$ cat src/rtl/srl_pkg.sv
// Shared types and constants for the iterative right-shift unit.
package srl_pkg;

  // Control FSM states.
  typedef enum logic [1:0] {
    IDLE  = 2'd0,
    SHIFT = 2'd1,
    DONE  = 2'd2
  } srl_state_t;

  // Fill-mode encoding for bits entering at the MSB side.
  localparam logic FillZero = 1'b0;
  localparam logic FillSign = 1'b1;

endpackage

$ cat src/rtl/srl_step.sv
// One shift step: moves the word right by n (0..STEP) bits, filling the vacated MSBs with fill_bit.
module srl_step #(
  parameter int unsigned WIDTH = 32,
  parameter int unsigned STEP  = 1,
  parameter int unsigned NW    = $clog2(STEP + 1)
) (
  input  logic [WIDTH-1:0] y,
  input  logic [NW-1:0]    n,
  input  logic             fill_bit,
  output logic [WIDTH-1:0] shifted
);

  logic [WIDTH+STEP-1:0] ext;

  // Pre-extend with STEP fill bits so a plain logical shift yields the right fill.
  always_comb begin
    ext     = {{STEP{fill_bit}}, y};
    shifted = WIDTH'(ext >> n);
  end

endmodule

$ cat src/rtl/srl_iter.sv
// Iterative shift-right unit: accepts (a, shamt) over a valid/ready handshake, shifts right by up
// to STEP bits per clock, then presents y until the consumer takes it.
// Optional feature macro: SRL_ARITH_EN adds the arith port (sign-fill shift when arith=1).
module srl_iter
  import srl_pkg::*;
#(
  parameter int unsigned WIDTH   = 32,
  parameter int unsigned STEP    = 1,
  parameter int unsigned SHAMT_W = $clog2(WIDTH)
) (
  input  logic               clk,
  input  logic               rst_n,
  input  logic               in_valid,
  output logic               in_ready,
  input  logic [WIDTH-1:0]   a,
  input  logic [SHAMT_W-1:0] shamt,
`ifdef SRL_ARITH_EN
  input  logic               arith,
`endif
  output logic               out_valid,
  input  logic               out_ready,
  output logic [WIDTH-1:0]   y,
  output logic               busy
);

  localparam int unsigned NW = $clog2(STEP + 1);

  srl_state_t         state_q, state_d;
  logic [WIDTH-1:0]   y_q;
  logic [SHAMT_W-1:0] rem_q;
  logic [SHAMT_W-1:0] rem_after;
  logic [SHAMT_W-1:0] shamt_sat;
  logic [NW-1:0]      step_n;
  logic [31:0]        step_n_wide;
  logic [WIDTH-1:0]   shifted;
  logic               fill_bit;
  logic               accept;

  assign accept = in_valid && (state_q == IDLE);

  // Per-cycle shift amount n = min(STEP, rem) and the remaining count after this step.
  always_comb begin
    step_n_wide = (32'(rem_q) > STEP) ? STEP : 32'(rem_q);
    step_n      = NW'(step_n_wide);
    rem_after   = rem_q - SHAMT_W'(step_n_wide);
  end

  // Out-of-range amounts (only encodable for non-power-of-two WIDTH) clamp to WIDTH-1.
  always_comb begin
    shamt_sat = shamt;
    if (32'(shamt) > (WIDTH - 1)) begin
      shamt_sat = SHAMT_W'(WIDTH - 1);
    end
  end

`ifdef SRL_ARITH_EN
  logic fill_mode_q;

  // Fill mode is latched with the operand; the MSB never changes during an arithmetic shift.
  always_ff @(posedge clk or negedge rst_n) begin
    if (!rst_n) begin
      fill_mode_q <= FillZero;
    end else if (accept) begin
      fill_mode_q <= arith ? FillSign : FillZero;
    end
  end

  assign fill_bit = (fill_mode_q == FillSign) ? y_q[WIDTH-1] : 1'b0;
`else
  assign fill_bit = 1'b0;
`endif

  srl_step #(
    .WIDTH (WIDTH),
    .STEP  (STEP)
  ) u_step (
    .y        (y_q),
    .n        (step_n),
    .fill_bit (fill_bit),
    .shifted  (shifted)
  );

  // State register.
  always_ff @(posedge clk or negedge rst_n) begin
    if (!rst_n) begin
      state_q <= IDLE;
    end else begin
      state_q <= state_d;
    end
  end

  // Next-state logic; a handoff in DONE always returns to IDLE first, so no back-to-back accept.
  always_comb begin
    state_d = state_q;
    unique case (state_q)
      IDLE: begin
        if (in_valid) begin
          state_d = (shamt_sat == '0) ? DONE : SHIFT;
        end
      end
      SHIFT: begin
        if (rem_after == '0) begin
          state_d = DONE;
        end
      end
      DONE: begin
        if (out_ready) begin
          state_d = IDLE;
        end
      end
      default: state_d = IDLE;
    endcase
  end

  // Datapath: capture on accept, shift while in SHIFT, hold otherwise.
  always_ff @(posedge clk or negedge rst_n) begin
    if (!rst_n) begin
      y_q   <= '0;
      rem_q <= '0;
    end else if (accept) begin
      y_q   <= a;
      rem_q <= shamt_sat;
    end else if (state_q == SHIFT) begin
      y_q   <= shifted;
      rem_q <= rem_after;
    end
  end

  // Handshake and status outputs decoded from the state.
  always_comb begin
    in_ready  = (state_q == IDLE);
    out_valid = (state_q == DONE);
    busy      = (state_q != IDLE);
  end

  assign y = y_q;

endmodule
$ cat config.mk
export PLATFORM = sky130hd
export DESIGN_NAME = srl_iter
export DESIGN_NICKNAME = d
export VERILOG_FILES = /design/src/rtl/srl_pkg.sv /design/src/rtl/srl_step.sv /design/src/rtl/srl_iter.sv
export SDC_FILE = /design/constraint.sdc
export NUM_CORES = 1
export LEC_CHECK = 0
export ABC_AREA = 1
export BUFFER_PORTS_ARGS = -buffer_cell sky130_fd_sc_hd__buf_2
export CAP_MARGIN = 20
export CORE_MARGIN = 4
export CORE_UTILIZATION = 45
export DETAILED_ROUTE_END_ITERATION = 10
export PLACE_DENSITY = 0.69
export SLEW_MARGIN = 0
export SYNTH_ARGS = -nofsm -noshare
export SYNTH_HDL_FRONTEND = slang
export SYNTH_HIERARCHICAL = 1
export SYNTH_SLANG_ARGS = --single-unit
$ cat constraint.sdc
create_clock -name clk -period 2.2 [get_ports clk]
set_input_delay 0.11 -clock clk [delete_from_list [all_inputs] [get_ports clk]]
set_output_delay 0.11 -clock clk [all_outputs]
set_load 0.01 [all_outputs]
# [Word level (Yosys, flattened, before mapping)]
# Index checks and enable logic that the tools add are counted.
[op_classes] n_shift=1 n_addsub=1 mux=10 eq_ne=5 magnitude_cmp=1 n_reduce_logical=7
[ops] operator="$mux 32" n=2
[ops] operator="$shr 32x1->32" n=1
[ops] operator="$mux 5" n=3
[ops] operator="$logic_not 5->1" n=2
[ops] operator="$mux 2" n=4
[ops] operator="$pmux 2 s3" n=1
[ops] operator="$gt 5x1->1 const B" n=1
[ops] operator="$sub 5x5->5" n=1
[ops] operator="$ne 2x2->1 const B" n=2
[ops] operator="$reduce_bool 2->1" n=2
[ops] operator="$reduce_and 3->1" n=1
[ops] operator="$eq 2x1->1 const B" n=1
[ops] operator="$eq 2x2->1 const B" n=1
[ops] operator="$logic_not 2->1" n=1
[ops] operator="$ne 2x1->1 const B" n=1
[ops] operator="$logic_and 1x1->1" n=1
[word_totals] out_inout_bits=35 wordCells=28 regBits=39

# [Longest topological paths before layout]
[logic_depth] ltp_word=6 ltp_mapped=11

# [Modules after synthesis]
# The synthesis kept the hierarchy.
[by_module_without_submodules] mod="srl_iter" cells_each=248 seq_area_each_um2=975.9 instances=1 area_each_um2=1935.6
[by_module_without_submodules] mod="srl_step" cells_each=104 seq_area_each_um2=0.0 instances=1 area_each_um2=494.2

# [Worst setup path before layout]
# OpenSTA, ideal clock, no wires.
[synth_timing] path_type="flip-flop to flip-flop" startpoint="register rem_q[4]" endpoint="register state_q[0]" slack_ns=0.677 stages_incl_launch_ff=11 arrival_ns=1.389 setup_ns=0.135 path_buffers=0 required_time_ns=2.065 cell_sequence="dfrtp_1 -> nor2_1 -> nand2_1 -> inv_1 -> nor2_1 -> inv_1 -> ha_1 -> inv_1 -> nand2_1 -> o21ai_0 -> a31oi_1"
[synth_between] elab_chain_cells=6
[synth_lines] element="start, declared" line_no="srl_iter.sv:30" text="logic [SHAMT_W-1:0] rem_q;"
[synth_lines] element="start signal, assigned" line_no="srl_iter.sv:122" text="rem_q <= shamt_sat;"
[synth_lines] element="start signal, assigned" line_no="srl_iter.sv:125" text="rem_q <= rem_after;"
[synth_lines] element="$gt 5x1->1" line_no="srl_iter.sv:43" text="step_n_wide = (32'(rem_q) > STEP) ? STEP : 32'(rem_q);"
[synth_lines] element="$mux 5" line_no="srl_iter.sv:43"
[synth_lines] element="$sub 5x5->5 *" line_no="srl_iter.sv:45" text="rem_after = rem_q - SHAMT_W'(step_n_wide);"
[synth_lines] element="$logic_not 5->1 *" line_no="srl_iter.sv:102" text="if (rem_after == '0) begin"
[synth_lines] element="$ne 2x2->1 (no line) *"
[synth_lines] element="$reduce_and 3->1 (no line) *"
[synth_lines] element="end signal, assigned" line_no="srl_iter.sv:88" text="state_q <= state_d;"
[synth_lines] element="end, declared" line_no="srl_iter.sv:28" text="srl_state_t state_q, state_d;"
# Every way passes the cells marked *; elsewhere a longest branch is shown, timed or not.
# A chain may end at the register's enable or synchronous reset.

# [Worst setup path after layout]
# Same ends and word-level chain as after synthesis.

==> impl_results.md <==
* Synth Area in Simple Gates at 44.5%
* CTS Buf Count at 5
* Min cycle time layout at 1.70 ns
* Post-synth top area share at about two fifths
* Final HPWL DP at 3880 µm
* Top FF cell, synth: dfrtp_1
* Leakage at between 1.5 and 2 nW
* Buffers on Ports at 75
* CTS Buffer Depth at 2
* Multiplexer share of the synthesized area at 0%
* Iter 0 DRT Violations at about 130
* DRT met1 WL at 2670 µm
* P_sw at 2.06 mW
* Top Layer Used: met4
* Starting Density at 47.0%
* Final Hold Slack at ~0.038 ns
* Mapped Nets at 395
* Post-Syn Area at 0.00243 mm²
* Clock Power Share at 11.5%
* Sequential cell area fraction in the yosys report at ~40%
* Fmax at 588 MHz
* Final worst path period share at between 70% and 80%
* Layout area overhead at 16.7%
* Synth Register Bits at 39
* Synth warn at 6
* Synth Area in Compound Gates at 1.85%
* CP endpoint kind: flop
* Core ar. at 0.00517 mm²
* Routed wl met2 at around 2500 µm
* TritonCTS Sinks at 39
* Fin. max-slew vios at 0
* R2R setup slack at 0.50 ns
* Seq pwr share at 33.8%
* Internal power at 2.23 mW
* First-pass GRT wire length at slightly below 10000 µm
* EDFF count, synth at 0
* Final setup violation count at 0
* Final Util at around 55%
* Die Ht at 81.5 µm
* Top area cells in the synthesized netlist: dfrtp_1, nand2_1, nand3_1, buf_6, nand2_2
* Synth async-reset ratio at 100%
* TritonCTS clock tree: built
* Initial antenna violation count at 0
* Num ports at 76
* Layout Cells excl Fill at 492
* Clk_lat worst skew at 0.29 ns
* Distinct cells, synth at 24
* CP Launch Type: flop
* Final worst slack at between 0.5 and 0.6 ns
* Vias per cell at 4.70
* Crit path max fanout at 3
* Logic pwr share at 54.7%
* Total Routing Usage GR at 18.5%
* Avg Cell Area, Syn at 6.90 µm²
* Largest net degree at the start of global routing at 40
* Fillers at 541
* 1st-pass router iterations at 4
* Final Hold Fails at 0
* Crit path DAT at 1.86 ns
* Storage cell area at a little under 0.001 mm²
* WS Path Type: flop to flop
* # DRC at 0
* Multi-input logic area at between 0.001 and 0.0015 mm²
* Dpl cells at ~480
* Drt wl/cell at 11.5 µm
* Num rows at 26
* Top-count cell post-synth: nand2_1
* Top cells by count, synth: nand2_1, dfrtp_1, nand3_1, inv_1, nand2_2
* Met3 WL at 390 µm
* Switching Fraction at 48.0%
* Share of cells above drive strength 1 at 25.4%
* Status: completed
* Adder-Cell Fraction of Synth Area at under 10%
* Vias in the first global route at 2135
* Cell count after synthesis at 352
* WP data required at 2.36 ns
* Pre-CTS setup slack at between 0.5 and 0.6 ns
* Number of max-cap violations at 0
* Largest family of logic cells by synthesized area: simple AND/OR/NAND/NOR gates
* HP Class: input pin to flop
* Die area at 0.00664 mm²
* Remaining global-route overflow at 0
* Root Driver: clkbuf_8
* RSZ-0062 raised after global routing: false
* Setup TNS at 0 ns
* Post-synth top area cell: dfrtp_1
* Vias post-DR at 2312
* Post-DRT Antenna Nets at 0
* RePlAce Congestion at 0.790
* Post-CTS Setup Bufs at 0
* Worst Tran Pin Value at 0.912 ns
* Routed wire length at 5650 µm
* Synth Area in XOR/XNOR at 0.721%
* Antenna cells at 0
* P per Cell Area at 1510 mW/mm²
* Worst ir drop on vdd at roughly 0.78 mV
* Die X-Extent at 81.5 µm
* Post-layout net count at between 400 and 500
* Slew HR at about two fifths
* CTS clk-pin slew, worst paths at 0.08 ns
* Final Skew at 0.00533 ns
* Htree depth at 2
[critical path, cell delays in order (launching register included)]
cell	delay [ns]
dfrtp_1	0.41
nor2_1	0.19
nand2_1	0.11
inv_1	0.08
nor2_1	0.05
inv_1	0.05
ha_1	0.22
inv_1	0.08
nand2_1	0.05
o21ai_0	0.23
a31oi_1	0.11
[power by group through the flow]
| stage | clock (mW) | combinational (mW) | sequential [mW] |
|---|---|---|---|
| after floorplan | 0 | 1.77 | 1.54 |
| after global placement | 0 | 2.32 | 1.46 |
| after detailed placement | 0 | 2.38 | 1.46 |
| after CTS | 0.512 | 2.39 | 1.45 |
| after global routing | 0.546 | 2.72 | 1.51 |
| final | 0.491 | 2.34 | 1.45 |
[final cells by class]
cell class / count / share of cell area [%]
Multi-Input combinational cell: 274 / 41.4
Sequential cell: 39 / 34.4
Timing Repair Buffer: 80 / 14.7
Inverter: 22 / 3.35
Tap cell: 70 / 3.09
Clock buffer: 6 / 2.91
Clock inverter: 1 / 0.177
[layout by cell type (no fill, tap or decap), types with 2 or more instances in the layout]
cell      instances
nand2_1         203
buf_2            75
dfrtp_1          39
nand3_1          36
inv_1            17
nand2_2          12
nor2_1            7
clkbuf_8          6
buf_4             4
o21ai_0           3
inv_2             2
inv_4             2
xor2_1            2
o211ai_1          2
ha_1              2
[state kept, by name (all words and copies together), names as in the netlist]
signal and count:
state_q 2, y 32, rem_q 5
[layer usage]
layer  global-route usage (%)  vias up
li1                         -     1205
met1                     24.6     1030
met2                     30.9       69
met3                     3.84        8
met4                     4.39        0
met5                        0        -
[logic make-up (layout without fill, tap and decap cells)]
logic type	count (synthesis)	in the layout
adders and majority gates	2	2
xor gates and xnor gates	2	2
and+or+nand+nor	262	262
AOI/OAI and AO/OA	7	7
other	1	1
DFF	39	39
buffers and inverters	39	109
[per-stage QoR]
step	cell area (µm²)	power, mW
2_1_floorplan	2430	3.31
3_3_place_gp	2740	3.78
3_5_place_dp	2740	3.84
4_1_cts	2840	4.35
5_1_grt	2840	4.78
6_report	2840	4.28
[path summary, 6_finish.rpt]
check	from	to	cells past startpoint
max in group asynchronous	rst_n	y[1]	2
min in group asynchronous	rst_n	y[5]	2
worst min-delay path	a[4]	y[4]	3
worst min register to register	y[18]	y[18]	2
worst max-delay path	rem_q[4]	state_q[0]	10
worst max register to register	rem_q[4]	state_q[0]	10
[what timing repair did]
item	in CTS	in global routing
resized for setup	0	0
hold endpoints to repair	39	0
hold buffers	1	0
Note: power is estimated with default switching activity, not from simulation.
